### config.mk
export PLATFORM = sky130hd
export DESIGN_NAME = ulbf_coeffs_stream
export DESIGN_NICKNAME = d
export VERILOG_FILES = /design/src/rtl/ulbf_coeffs_pkg.sv /design/src/rtl/ulbf_coeffs_stream_fifo.sv /design/src/rtl/ulbf_coeffs_stream.sv
export SDC_FILE = /design/constraint.sdc
export NUM_CORES = 1
export LEC_CHECK = 0
export ABC_CLOCK_PERIOD_IN_PS = 6670
export BUFFER_PORTS_ARGS = -buffer_cell sky130_fd_sc_hd__clkbuf_2
export CAP_MARGIN = 20
export CORE_MARGIN = 3
export CORE_UTILIZATION = 32
export CTS_BUF_LIST = sky130_fd_sc_hd__clkbuf_4 sky130_fd_sc_hd__clkbuf_8 sky130_fd_sc_hd__clkbuf_16
export CTS_CLUSTER_SIZE = 12
export DETAILED_ROUTE_END_ITERATION = 12
export GPL_ROUTABILITY_DRIVEN = 1
export GPL_TIMING_DRIVEN = 0
export PLACE_DENSITY = 0.49
export RECOVER_POWER = 50
export SLEW_MARGIN = 10
export SYNTH_ARGS = -nofsm -noshare
export SYNTH_HDL_FRONTEND = slang
export SYNTH_HIERARCHICAL = 1
export SYNTH_SLANG_ARGS = --single-unit
### constraint.sdc
create_clock -name m_axis_clk -period 6.67 [get_ports m_axis_clk]
set_clock_uncertainty 0.15 [all_clocks]
set_input_delay 0 -clock m_axis_clk [delete_from_list [all_inputs] [get_ports m_axis_clk]]
set_output_delay 0 -clock m_axis_clk [all_outputs]
set_load 0.03 [all_outputs]
### src/rtl/ulbf_coeffs_pkg.sv
// Shared widths, default depths and FSM encoding for the coefficient streamer.
package ulbf_coeffs_pkg;

    localparam int DATA_WIDTH           = 64;
    localparam int ADDR_WIDTH           = 16;
    localparam int LEN_WIDTH            = 13;
    localparam int REP_WIDTH            = 8;
    localparam int DEF_RAM_DEPTH        = 4096;
    localparam int DEF_RAM_READ_LATENCY = 4;
    localparam int DEF_FIFO_DEPTH       = 8;

    typedef enum logic [1:0] {
        IDLE  = 2'd0,
        RUN   = 2'd1,
        DRAIN = 2'd2
    } state_t;

endpackage

### src/rtl/ulbf_coeffs_stream_fifo.sv
// First-word-fall-through output buffer with occupancy count.
module ulbf_coeffs_stream_fifo #(
    parameter int WIDTH = 65,
    parameter int DEPTH = 8,
    parameter int CW    = $clog2(DEPTH + 1)
) (
    input  logic             clk,
    input  logic             rst,
    input  logic             push,
    input  logic [WIDTH-1:0] push_data,
    input  logic             pop,
    output logic [WIDTH-1:0] head,
    output logic             empty,
    output logic [CW-1:0]    count
);

    localparam int PW = (DEPTH > 1) ? $clog2(DEPTH) : 1;

    logic [WIDTH-1:0] mem [DEPTH];
    logic [PW-1:0]    wr_ptr;
    logic [PW-1:0]    rd_ptr;
    logic             do_push;
    logic             do_pop;

    function automatic logic [PW-1:0] bump(input logic [PW-1:0] p);
        return (p == PW'(DEPTH - 1)) ? '0 : p + 1'b1;
    endfunction

    assign empty   = (count == '0);
    assign do_pop  = pop && !empty;
    assign do_push = push && ((count != CW'(DEPTH)) || do_pop);
    assign head    = mem[rd_ptr];

    // Pointer and occupancy bookkeeping; push+pop together leaves count unchanged.
    always_ff @(posedge clk or posedge rst) begin
        if (rst) begin
            wr_ptr <= '0;
            rd_ptr <= '0;
            count  <= '0;
        end else begin
            if (do_push) wr_ptr <= bump(wr_ptr);
            if (do_pop)  rd_ptr <= bump(rd_ptr);
            case ({do_push, do_pop})
                2'b10:   count <= count + 1'b1;
                2'b01:   count <= count - 1'b1;
                default: count <= count;
            endcase
        end
    end

    // Storage array; contents are only visible through head when non-empty.
    always_ff @(posedge clk) begin
        if (do_push) mem[wr_ptr] <= push_data;
    end

endmodule

### src/rtl/ulbf_coeffs_stream.sv
// Streams cfg_len coefficient words from a latency-L RAM, cfg_repeat times, onto AXI-Stream.
module ulbf_coeffs_stream
    import ulbf_coeffs_pkg::*;
#(
    parameter int DATA_WIDTH       = ulbf_coeffs_pkg::DATA_WIDTH,
    parameter int RAM_DEPTH        = DEF_RAM_DEPTH,
    parameter int RAM_READ_LATENCY = DEF_RAM_READ_LATENCY,
    parameter int FIFO_DEPTH       = DEF_FIFO_DEPTH
) (
    input  logic                  m_axis_clk,
    input  logic                  m_axis_rst,
    input  logic                  cfg_go,
    input  logic [ADDR_WIDTH-1:0] cfg_start_addr,
    input  logic [LEN_WIDTH-1:0]  cfg_len,
    input  logic [REP_WIDTH-1:0]  cfg_repeat,
    output logic                  enb,
    output logic [ADDR_WIDTH-1:0] addrb,
    input  logic [DATA_WIDTH-1:0] doutb,
    output logic [DATA_WIDTH-1:0] m_axis_tdata,
    output logic                  m_axis_tvalid,
    input  logic                  m_axis_tready,
    output logic                  m_axis_tlast,
    output logic                  busy,
    output logic                  done
);

    localparam int CW = $clog2(FIFO_DEPTH + 1);
    localparam int IW = $clog2(RAM_READ_LATENCY + 1);
    localparam int SW = $clog2(FIFO_DEPTH + RAM_READ_LATENCY + 1);
    localparam logic [ADDR_WIDTH-1:0] ADDR_MASK = ADDR_WIDTH'(RAM_DEPTH - 1);

    logic [1:0]                  rst_pipe;
    logic                        rst;
    state_t                      state;
    state_t                      state_nx;
    logic [ADDR_WIDTH-1:0]       start_addr;
    logic [LEN_WIDTH-1:0]        len;
    logic [LEN_WIDTH-1:0]        word_idx;
    logic [REP_WIDTH-1:0]        rep;
    logic [REP_WIDTH-1:0]        blk_cnt;
    logic [RAM_READ_LATENCY-1:0] vld_sr;
    logic [RAM_READ_LATENCY-1:0] last_sr;
    logic [IW-1:0]               inflight;
    logic [SW-1:0]               occupancy;
    logic [ADDR_WIDTH-1:0]       addr_sum;
    logic                        issue;
    logic                        word_last;
    logic                        block_last;
    logic                        go_ok;
    logic                        go_nil;
    logic                        done_nil;
    logic [CW-1:0]               fifo_count;
    logic                        fifo_empty;
    logic [DATA_WIDTH:0]         fifo_head;
    logic                        pop;

    // Reset asserts immediately and releases two clocks later in this domain.
    always_ff @(posedge m_axis_clk or posedge m_axis_rst) begin
        if (m_axis_rst) rst_pipe <= 2'b11;
        else            rst_pipe <= {rst_pipe[0], 1'b0};
    end
    assign rst = rst_pipe[1];

    // Reads still travelling through the RAM pipeline.
    always_comb begin
        inflight = '0;
        for (int i = 0; i < RAM_READ_LATENCY; i++) begin
            inflight = inflight + IW'(vld_sr[i]);
        end
    end

    assign occupancy  = SW'(fifo_count) + SW'(inflight);
    assign issue      = (state == RUN) && (occupancy < SW'(FIFO_DEPTH));
    assign word_last  = (word_idx == len - 1'b1);
    assign block_last = (blk_cnt == rep - 1'b1);
    assign go_ok      = (state == IDLE) && cfg_go && (cfg_len != '0) && (cfg_repeat != '0);
    assign go_nil     = (state == IDLE) && cfg_go && ((cfg_len == '0) || (cfg_repeat == '0));
    assign addr_sum   = start_addr + ADDR_WIDTH'(word_idx);
    assign enb        = issue;
    assign addrb      = issue ? (addr_sum & ADDR_MASK) : '0;

    // FSM state register.
    always_ff @(posedge m_axis_clk or posedge rst) begin
        if (rst) state <= IDLE;
        else     state <= state_nx;
    end

    // Next-state decode plus busy/done; done fires on the DRAIN->IDLE cycle or after an empty go.
    always_comb begin
        state_nx = state;
        busy     = (state != IDLE);
        done     = done_nil;
        case (state)
            IDLE:  if (go_ok) state_nx = RUN;
            RUN:   if (issue && word_last && block_last) state_nx = DRAIN;
            DRAIN: begin
                if ((inflight == '0) && fifo_empty) begin
                    state_nx = IDLE;
                    done     = 1'b1;
                end
            end
            default: state_nx = IDLE;
        endcase
    end

    // Latched configuration and word/block counters.
    always_ff @(posedge m_axis_clk or posedge rst) begin
        if (rst) begin
            start_addr <= '0;
            len        <= '0;
            rep        <= '0;
            word_idx   <= '0;
            blk_cnt    <= '0;
            done_nil   <= 1'b0;
        end else begin
            done_nil <= go_nil;
            if (go_ok) begin
                start_addr <= cfg_start_addr;
                len        <= cfg_len;
                rep        <= cfg_repeat;
                word_idx   <= '0;
                blk_cnt    <= '0;
            end else if (issue) begin
                if (word_last) begin
                    word_idx <= '0;
                    blk_cnt  <= blk_cnt + 1'b1;
                end else begin
                    word_idx <= word_idx + 1'b1;
                end
            end
        end
    end

    // Read-valid and last-flag pipeline matching the RAM latency.
    always_ff @(posedge m_axis_clk or posedge rst) begin
        if (rst) begin
            vld_sr  <= '0;
            last_sr <= '0;
        end else begin
            vld_sr  <= RAM_READ_LATENCY'({vld_sr, issue});
            last_sr <= RAM_READ_LATENCY'({last_sr, issue && word_last});
        end
    end

    assign pop = m_axis_tvalid && m_axis_tready;

    ulbf_coeffs_stream_fifo #(
        .WIDTH (DATA_WIDTH + 1),
        .DEPTH (FIFO_DEPTH),
        .CW    (CW)
    ) u_fifo (
        .clk       (m_axis_clk),
        .rst       (rst),
        .push      (vld_sr[RAM_READ_LATENCY-1]),
        .push_data ({last_sr[RAM_READ_LATENCY-1], doutb}),
        .pop       (pop),
        .head      (fifo_head),
        .empty     (fifo_empty),
        .count     (fifo_count)
    );

    assign m_axis_tvalid = !fifo_empty;
    assign m_axis_tdata  = fifo_empty ? '0 : fifo_head[DATA_WIDTH-1:0];
    assign m_axis_tlast  = !fifo_empty && fifo_head[DATA_WIDTH];

endmodule
Yosys cells after proc, flatten, opt, wreduce, memory -nomap -nowiden --
Memory sizes are Yosys's and may differ from the RTL's. Index checks and enable logic that the tools add are counted.
Storage, ports and cells: input bits 105, memories kept 1, memory bits (writable) 520, register bits after elaboration 77, logic and storage cells 87, output and inout port bits 85
Memory list:
- u_fifo.mem | depth 8, bits a word 65, rd ports 1, clocked after memory_dff 0, write ports 1, line ulbf_coeffs_stream_fifo.sv:19 | logic [WIDTH-1:0] mem [DEPTH];
Operators by class: multiplexer cells 19, $add $sub $neg 13, reduce and logical (&&, ||, !) cells 28, equality and inequality tests 12, order comparisons 1
Operator list (number):
- 2-to-1 mux 64 bit | 1
- 2-to-1 mux 13 bit | 3
- 2-to-1 mux 8 bit | 3
- adder 13 x 1 -> 13 bit (second input constant) | 1
- equality test 13 bit | 1
- logical NOT 13 bit | 1
- nonzero test 13 bit | 1
- subtractor 13 x 1 -> 13 bit (second input constant) | 1
- adder 12 bit | 1
- logical AND 1 bit | 12
- 2-to-1 mux 12 bit | 1
- adder 8 x 1 -> 8 bit (second input constant) | 1
- equality test 8 bit | 1
- logical NOT 8 bit | 1
- one-hot mux 4 bit (2 select lines) | 1
- nonzero test 2 bit | 4
- nonzero test 8 bit | 1
- subtractor 8 x 1 -> 8 bit (second input constant) | 1
- adder 3 x 1 -> 3 bit (second input constant) | 2
- equality test 3 bit (second input constant) | 2
- 2-to-1 mux 2 bit | 3
- 2-to-1 mux 3 bit | 2
- one-hot mux 2 bit (3 select lines) | 1
- adder 4 x 1 -> 4 bit (second input constant) | 1
- other kinds (19) | 26

Longest topological paths before layout --
Gate-level depths: netlist (run 1).
depth after elaboration 10, mapped depth 15, depth with buffers taken out 14

Hierarchy --
The synthesis (run 1) kept the hierarchy.
By module, submodules not included:
- ulbf_coeffs_stream_fifo | times used 1, area each 20190.6 µm², seq. area each 15865.2 µm², cells each 822
- ulbf_coeffs_stream | times used 1, area each 4495.6 µm², seq. area each 1679.1 µm², cells each 547

Worst setup path before layout (run 1) --
No wires, ideal clock.
path kind register to register, start point register u_fifo.count[0], end point memory u_fifo.mem[0][0], enable pin, library setup time 0.648 ns, arrival time 7.480 ns, cell stages (with the launch flop) 8, path buffers 1, period minus slack after synthesis 8.278 ns, slack -1.608 ns, data required time 5.872 ns, path through dfrtp_1 > or3_1 > nor2_1 > clkbuf_1 > nor2b_1 > nand2b_1 > o21ai_2 > nor4_1
Between the ends: cells in the longest elaborated chain, start to end 8, elaborated cells on any way between the ends 9, classes of those cells eq/ne (1); mux (2); reduce/logical (6)
Ends and longest elaborated chain:
- start: declaration | line ulbf_coeffs_stream_fifo.sv:14 | output logic [CW-1:0] count
- start signal: assignment | line ulbf_coeffs_stream_fifo.sv:44 | 2'b10: count <= count + 1'b1;
- start signal: assignment | line ulbf_coeffs_stream_fifo.sv:45 | 2'b01: count <= count - 1'b1;
- start signal: assignment | line ulbf_coeffs_stream_fifo.sv:46 | default: count <= count;
- logical NOT 4 bit | line ulbf_coeffs_stream_fifo.sv:29 | assign empty = (count == '0);
- net fifo_empty | line ulbf_coeffs_stream.sv:53 | logic fifo_empty;
- logical NOT 1 bit | line ulbf_coeffs_stream.sv:162 | assign m_axis_tvalid = !fifo_empty;
- logical AND 1 bit | line ulbf_coeffs_stream.sv:145 | assign pop = m_axis_tvalid && m_axis_tready;
- net pop | line ulbf_coeffs_stream.sv:55 | logic pop;
- logical AND 1 bit | line ulbf_coeffs_stream_fifo.sv:30 | assign do_pop = pop && !empty;
- logical OR 1 bit | line ulbf_coeffs_stream_fifo.sv:31 | assign do_push = push && ((count != CW'(DEPTH)) || do_pop);
- logical AND 1 bit | line ulbf_coeffs_stream_fifo.sv:31
- 2-to-1 mux 1 bit | line ulbf_coeffs_stream_fifo.sv:53 | if (do_push) mem[wr_ptr] <= push_data;
- 2-to-1 mux 1 bit (implied by the code) | line ulbf_coeffs_stream_fifo.sv:53
- end: declaration | line ulbf_coeffs_stream_fifo.sv:19
The timed path passes the listed nets, and every way through them passes these cells.

Final worst setup path (run 1) --
start point register vld_sr[3], end point output addrb[3]
Between the ends: cells in the longest elaborated chain, start to end 5
Ends and longest elaborated chain:
- start: declaration | line ulbf_coeffs_stream.sv:41 | logic [RAM_READ_LATENCY-1:0] vld_sr;
- start signal: assignment | line ulbf_coeffs_stream.sv:140 | vld_sr <= RAM_READ_LATENCY'({vld_sr, issue});
- adder 3 x 1 -> 3 bit | line ulbf_coeffs_stream.sv:68 | inflight = inflight + IW'(vld_sr[i]);
- adder 4 x 3 -> 4 bit | line ulbf_coeffs_stream.sv:72 | assign occupancy = SW'(fifo_count) + SW'(inflight);
- < comparator 4 bit | line ulbf_coeffs_stream.sv:73 | assign issue = (state == RUN) && (occupancy < SW'(FIFO_DEPTH));
- logical AND 1 bit | line ulbf_coeffs_stream.sv:73
- 2-to-1 mux 12 bit | line ulbf_coeffs_stream.sv:80 | assign addrb = issue ? (addr_sum & ADDR_MASK) : '0;
- end: declaration | line ulbf_coeffs_stream.sv:17 | output logic [ADDR_WIDTH-1:0] addrb,
No other way between the ends.

==> metrics, run 1 <==
unrepaired setup endpoints after global routing=no; Initial Util=32.4%; total power=14.4 mW; number of synthesized register bits=597; final worst slack=2.14 ns; critical path class=reg -> out; remaining global-route overflow=0; Worst-Margin Slew=1.87 ns; Final Hold Viols=0; largest net degree at the start of global routing=35; drt via density=4.71; # DRC=0; CP Launch Type=flop; max_cap viols=2; Die ar.=80500 sq um; critical-path cell list=inv_1, fa_1, inv_1, ha_1, ha_1, ha_1, a31o_2, a21oi_1, xnor2_1, or2_2, clkbuf_1, buf_1, nor3b_1, clkbuf_2; Tmin final=4.53 ns; peak supply drop=0.227 mV; Post-Syn Area=24700 sq um; Core ar.=76200 sq um; via count=13700; DRT Pass-1 Iters=5; failing checks=capacitance limit, slew limit; io pins=190; most numerous cell on the critical path=ha_1; critical path's largest stage delay=0.47 ns; PortBufs=181; Mapped Avg Cell Area=18.0 sq um; H-Tree Depth=3; NumNets Final=1958; Total Routing Usage GR=15.2%; Yosys cell types=67; Num CTS Buffers=70; Post-synth top flop=edfxtp_1; Die Height=284 um; crit-path max FO=10; mean routed wirelength per cell=20.7 um; Ys Warns=6; Routed Antenna Nets=0; final worst-path cycle share=67.9%; achievable frequency=221 MHz; vias in the first global route=14900; gpl congestion=0.785; TNS Setup=0 ns; Worst setup EP type=primary output; Slew Viols, Final=68; Starting DRT DRC Count=852; top post-synthesis cells by area=edfxtp_1 (63%), mux4_2 (12%), dfrtp_1 (7.6%); ys async rst share=12.9%; number of instances in the placed design=2645; CP max stage cell=fa_1; row count=101; Seq/Total Area, Yosys=71.1%; fin cells=2912; Slew HR=-24.8%; CTS root buffer=clkbuf_16; required time worst endpoint=6.52 ns; post-CTS setup buffers=0; status=complete, but fails checks; Post-synth EDFFs=520; Max Root-Sink Buffers=3; Pleak=11.1 nW; Post-Synthesis Cells=1369; latest clock arrival within the worst-skew pair=0.59 ns; chip width=284 um; post-synth top area share=63.3%; Hold Crit Class=in -> reg; PwrDens=462 nW/um^2; ratio of cells with drive above 1 in the final layout=28.2%; Reg clk slew, reported paths=0.06 ns; Layout fillers=6979; Place WS=2.12 ns; final wirelength=60200 um; initial antenna violation count=4; Syn-to-layout area delta=26.4%; Critical Path AT=4.38 ns; HPWL after DPL=40900 um; first-pass GRT wire length=92600 um; cell taking the most area after synthesis=edfxtp_1; final setup vio count=0; CTS tree=yes; clock sink count=597
worst paths after layout:
kind / from / end / depth (start not counted) / slack [ns]
worst max register to register: u_fifo/count[0] / u_fifo/count[3] / 11 / 2.17
max in group asynchronous: rst_pipe[1] / start_addr[6] / 2 / 3.56
worst min register to register: rst_pipe[1] / u_fifo/count[3] / 1 / 0.14
min in group asynchronous: rst_pipe[1] / u_fifo/count[3] / 1 / 0.14
worst min-delay path: cfg_start_addr[2] / start_addr[2] / 4 / 0.04
worst max-delay path: vld_sr[3] / addrb[3] / 14 / 2.14
where the power goes:
| group | switching, mW | total, mW | internal [mW] |
|---|---|---|---|
| clock | 1.50 | 3.61 | 2.10 |
| combinational | 3.38 | 5.66 | 2.28 |
| sequential | 0.262 | 5.13 | 4.87 |
synthesized netlist by cell type (3+ instances only):
master    number
or4_1          4
nand4_1        5
nor2b_1       68
nor2_1        44
dfrtp_1       75
mux2_1         3
xor2_1        22
edfxtp_1     520
nand3_1       19
buf_6         10
nand3b_1       3
nor4_1         9
and3_1         6
or3_1          5
buf_2         12
a31oi_1        4
buf_1          3
nand2b_1       6
inv_1         29
mux2_2        67
mux4_2       130
xnor2_1       23
o21ai_0       20
clkbuf_1      34
fa_1           3
a21o_1         3
nand2_1      122
buf_4          4
ha_1          26
o31ai_1        3
a21oi_1       22
nor3_1        14
o211ai_1       4
nor3b_1        7
routing by layer:
layer / global-route usage [%] / up-vias / routed length (um)
met5: 0 / - / 13
met4: 3.26 / 2 / 1050
met1: 19.7 / 7103 / 26200
met3: 3.40 / 79 / 2890
met2: 26.1 / 282 / 30100
li1: - / 6261 / -
registers in the layout, summed over array words and instances (netlist names):
register	flops
u_fifo/mem	520
word_idx	13
u_fifo/wr_ptr	3
u_fifo/rd_ptr	3
u_fifo/count	4
done_nil	1
vld_sr	4
last_sr	4
blk_cnt	8
rst_pipe	2
state	2
rep	8
len	13
start_addr	12
kinds of logic (layout without fill, tap and decap cells):
| kind of cell | Yosys count | count (layout) | synth area share, % |
|---|---|---|---|
| xor gates and xnor gates | 46 | 46 | 1.66 |
| buffers and inverters | 92 | 598 | 1.82 |
| adders and majority gates | 29 | 29 | 1.56 |
| and+or+nand+nor | 323 | 323 | 6.53 |
| AOI/OAI and AO/OA | 79 | 79 | 2.20 |
| other | 1 | 8 | 0.0152 |
| muxes | 202 | 202 | 15.1 |
| DFF | 597 | 597 | 71.1 |
cell type report:
cell class | count | area (sq um) | area share (%)
antenna | 3 | 7.51 | 0.0241
inverter | 29 | 110 | 0.353
clock inverter | 36 | 262 | 0.838
timing repair buffer | 379 | 2960 | 9.47
tap | 1030 | 1290 | 4.13
sequential | 597 | 17500 | 56.2
buffer | 63 | 342 | 1.09
multi-input combinational | 684 | 6760 | 21.7
clock buffer | 91 | 1930 | 6.19
metrics by stage:
step | hold slack, ns | instance area [sq um] | util, %
after CTS | 0.00241 | 31300 | 41.1
after global placement | -0.131 | 26900 | 35.3
after global routing | 0.0418 | 31200 | 40.9
after floorplan | -0.239 | 24700 | -
after detailed placement | -0.122 | 27700 | 36.4
final | 0.0430 | 31200 | 41.0
what timing repair did:
item,in CTS,in global routing
endpoints found under the hold margin,555,0
gates resized for setup,0,0
hold buffers,137,0
critical path, delay by kind of cell (launching register included):
| kind | cells | cell delay, ns |
|---|---|---|
| XOR/XNOR | 1 | 0.10 |
| flip-flops | 1 | 0.40 |
| AO/OA/AOI/OAI | 2 | 0.40 |
| AND/OR/NAND/NOR | 2 | 0.69 |
| adder cells (fa/ha/maj) | 4 | 1.20 |
| buffers and inverters | 5 | 0.99 |
cell usage in the layout, fill, tap and decap left out, types with 5 or more instances in the layout:
cell type and n:
conb_1 5, buf_4 26, ha_1 26, clkbuf_1 101, clkbuf_4 19, nand4_1 5
nand3_1 19, nor4_1 8, buf_6 33, or3_1 5, xor2_1 22, clkinv_2 11
buf_2 12, clkbuf_16 71, dlygate4sd3_1 137, dfrtp_1 75, nand2_1 122, nor2b_1 68
a21oi_1 22, clkbuf_2 115, buf_16 7, clkinv_1 16, nor3b_1 7, inv_1 28
nand2b_1 6, mux2_2 67, mux4_2 130, nor2_1 41, nor3_1 10, xnor2_1 23
o21ai_0 20, and3_1 6, edfxtp_1 520
(Power assumes the default switching activity.)
==> run 2: changes to the inputs <==
- ABC_CLOCK_PERIOD_IN_PS: 6670 -> 4700
- clock period: 6.67 -> 4.7 ns (I/O delays scaled with it)
==> metrics, run 2 (synthesized netlist as in run 1, its figures left out) <==
Largest delay share family, worst path=adder cells; worst hold slack=0.0552 ns (+0.0122 ns); max reg flops=520 (unchanged); critical path class=reg -> out; first-pass GRT wire length=91400 um (-1.3%); largest register by flop count=u_fifo/mem; PwrDens=661 nW/um^2 (+43%); CTS root buffer=clkbuf_16; vias in the first global route=14700 (-0.89%); RR Startpoint=u_fifo/count[0]; CTS tree=yes; Hold Crit Class=in -> reg; gpl congestion=0.770 (-1.9%); remaining global-route overflow=0 (unchanged); HPWL after DPL=40400 um (-1.2%); final core occ=40.9% (about the same); final worst slack=0.326 ns (-1.81 ns); achievable frequency=229 MHz; critical-path cell list=inv_1, fa_1, inv_1, ha_1, ha_1, ha_1, a31o_2, a21oi_1, xnor2_1, or2_2, clkbuf_2, clkbuf_4, nor3b_1, clkbuf_2; crit-path max FO=10 (unchanged); most frequent cells in the layout=edfxtp_1 (520), dlygate4sd3_1 (133), mux4_2 (130); DRT Pass-1 Iters=5 (unchanged); Total Routing Usage GR=15.0% (-0.17 points); Worst-Margin Slew=3.01 ns (+1.14 ns); CP Launch Type=flop; commonest non-fill, non-tap cell in the layout=edfxtp_1; Critical Path AT=4.22 ns (-0.16 ns); drt via density=4.70 (-0.33%); NumNets Final=1946 (-0.61%); peak supply drop=0.395 mV (+74%); Syn-to-layout area delta=26.4% (about the same); most numerous cell on the critical path=ha_1; Num CTS Buffers=70 (unchanged); latest clock arrival within the worst-skew pair=0.59 ns (about the same); # DRC=0 (unchanged); required time worst endpoint=4.55 ns (-1.97 ns); clock sink count=597 (unchanged); Slew Viols, Final=53 (-22%); Reg clk slew, reported paths=0.06 ns (about the same); final setup vio count=0 (unchanged); via count=13600 (-0.78%); max_cap viols=1 (-1); CP max stage cell=fa_1; critical path's largest stage delay=0.53 ns (+0.06 ns); row count=101 (unchanged); Slew HR=-101% (-76 points); unrepaired setup endpoints after global routing=no; ratio of cells with drive above 1 in the final layout=28.2% (+0.074 points); final worst-path cycle share=93.1%; Initial Util=32.4% (unchanged); Final Hold Viols=0 (unchanged); Core ar.=76200 sq um (unchanged); post-CTS setup buffers=0 (unchanged); Hold Startpoint=cfg_repeat[7]; status=complete, but fails checks; Max Root-Sink Buffers=3 (unchanged); buffer and inverter count on the worst path=5 (unchanged); CP startpoint=vld_sr[0]; Starting DRT DRC Count=844 (-0.94%); Routed Antenna Nets=0 (unchanged); biggest regs=u_fifo/mem (520), len (13), word_idx (13); final wirelength=59600 um (-0.99%); failing checks=capacitance limit, slew limit; Tmin final=4.37 ns; Place WS=0.128 ns (-1.99 ns); io pins=190 (unchanged); mean routed wirelength per cell=20.6 um (-0.55%); initial antenna violation count=3 (-1); Die Height=284 um (unchanged); H-Tree Depth=3 (unchanged); largest net degree at the start of global routing=53 (+51%); PortBufs=181 (unchanged); Pleak=11.1 nW (unchanged); Worst setup EP type=primary output; Die ar.=80500 sq um (unchanged); chip width=284 um (unchanged)
-- run 2: power breakdown --
part | internal (mW) | switching (mW) | leakage, nW | total, mW
combinational | 3.25 | 4.79 | 4.28 | 8.04
sequential | 6.91 | 0.372 | 5.71 | 7.28
clock | 3.13 | 2.15 | 1.12 | 5.29
-- run 2: per-layer routing --
layer / vias to the layer above / track usage (%) / wire [um]
li1: 6259 / - / -
met1: 7030 / 19.5 / 26100
met2: 248 / 25.3 / 29500
met3: 81 / 3.28 / 2920
met4: 2 / 4.11 / 1140
met5: - / 0 / 13
-- run 2: tightest hold or removal path, cell delays in order --
cell and delay, ns:
dlygate4sd3_1 0.53, clkbuf_2 0.12, nand2_1 0.07, nand2_1 0.06
-- run 2: area by class of cell --
| class | count | area, sq um |
|---|---|---|
| antenna | 2 | 5.00 |
| buffer | 63 | 349 |
| clock buffer | 92 | 1920 |
| clock inverter | 35 | 335 |
| fill | 6942 | 45000 |
| inverter | 29 | 110 |
| multi-input combinational | 684 | 6770 |
| sequential | 597 | 17500 |
| tap | 1030 | 1290 |
| timing repair buffer | 367 | 2870 |
-- run 2: worst paths after layout --
path | cells after the start | to | slack (ns)
min | 4 | rep[7] | 0.06
max in group asynchronous | 2 | start_addr[5] | 0.99
min reg2reg | 1 | u_fifo/count[2] | 0.14
max reg2reg | 11 | u_fifo/count[3] | 0.52
max | 14 | addrb[3] | 0.33
min in group asynchronous | 1 | u_fifo/count[2] | 0.14
-- run 2: what timing repair did --
item | in CTS | in global routing
hold buffers | 133 | 0
gates resized for setup | 1 | 6
endpoints found under the setup margin | 8 | 5
hold endpoints to repair | 555 | 0
-- run 2: stage by stage --
step / TNS, ns / instances / area [sq um] / total power [mW]
detailed placement: 0 / 2637 / 27700 / 15.6
global route: 0 / 2898 / 31200 / 21.8
global placement: -2473.94 / 2584 / 26900 / 15.3
CTS: 0 / 2897 / 31300 / 21.1
finish: 0 / 2899 / 31200 / 20.6
floorplan: -411.08 / 1373 / 24700 / 12.7
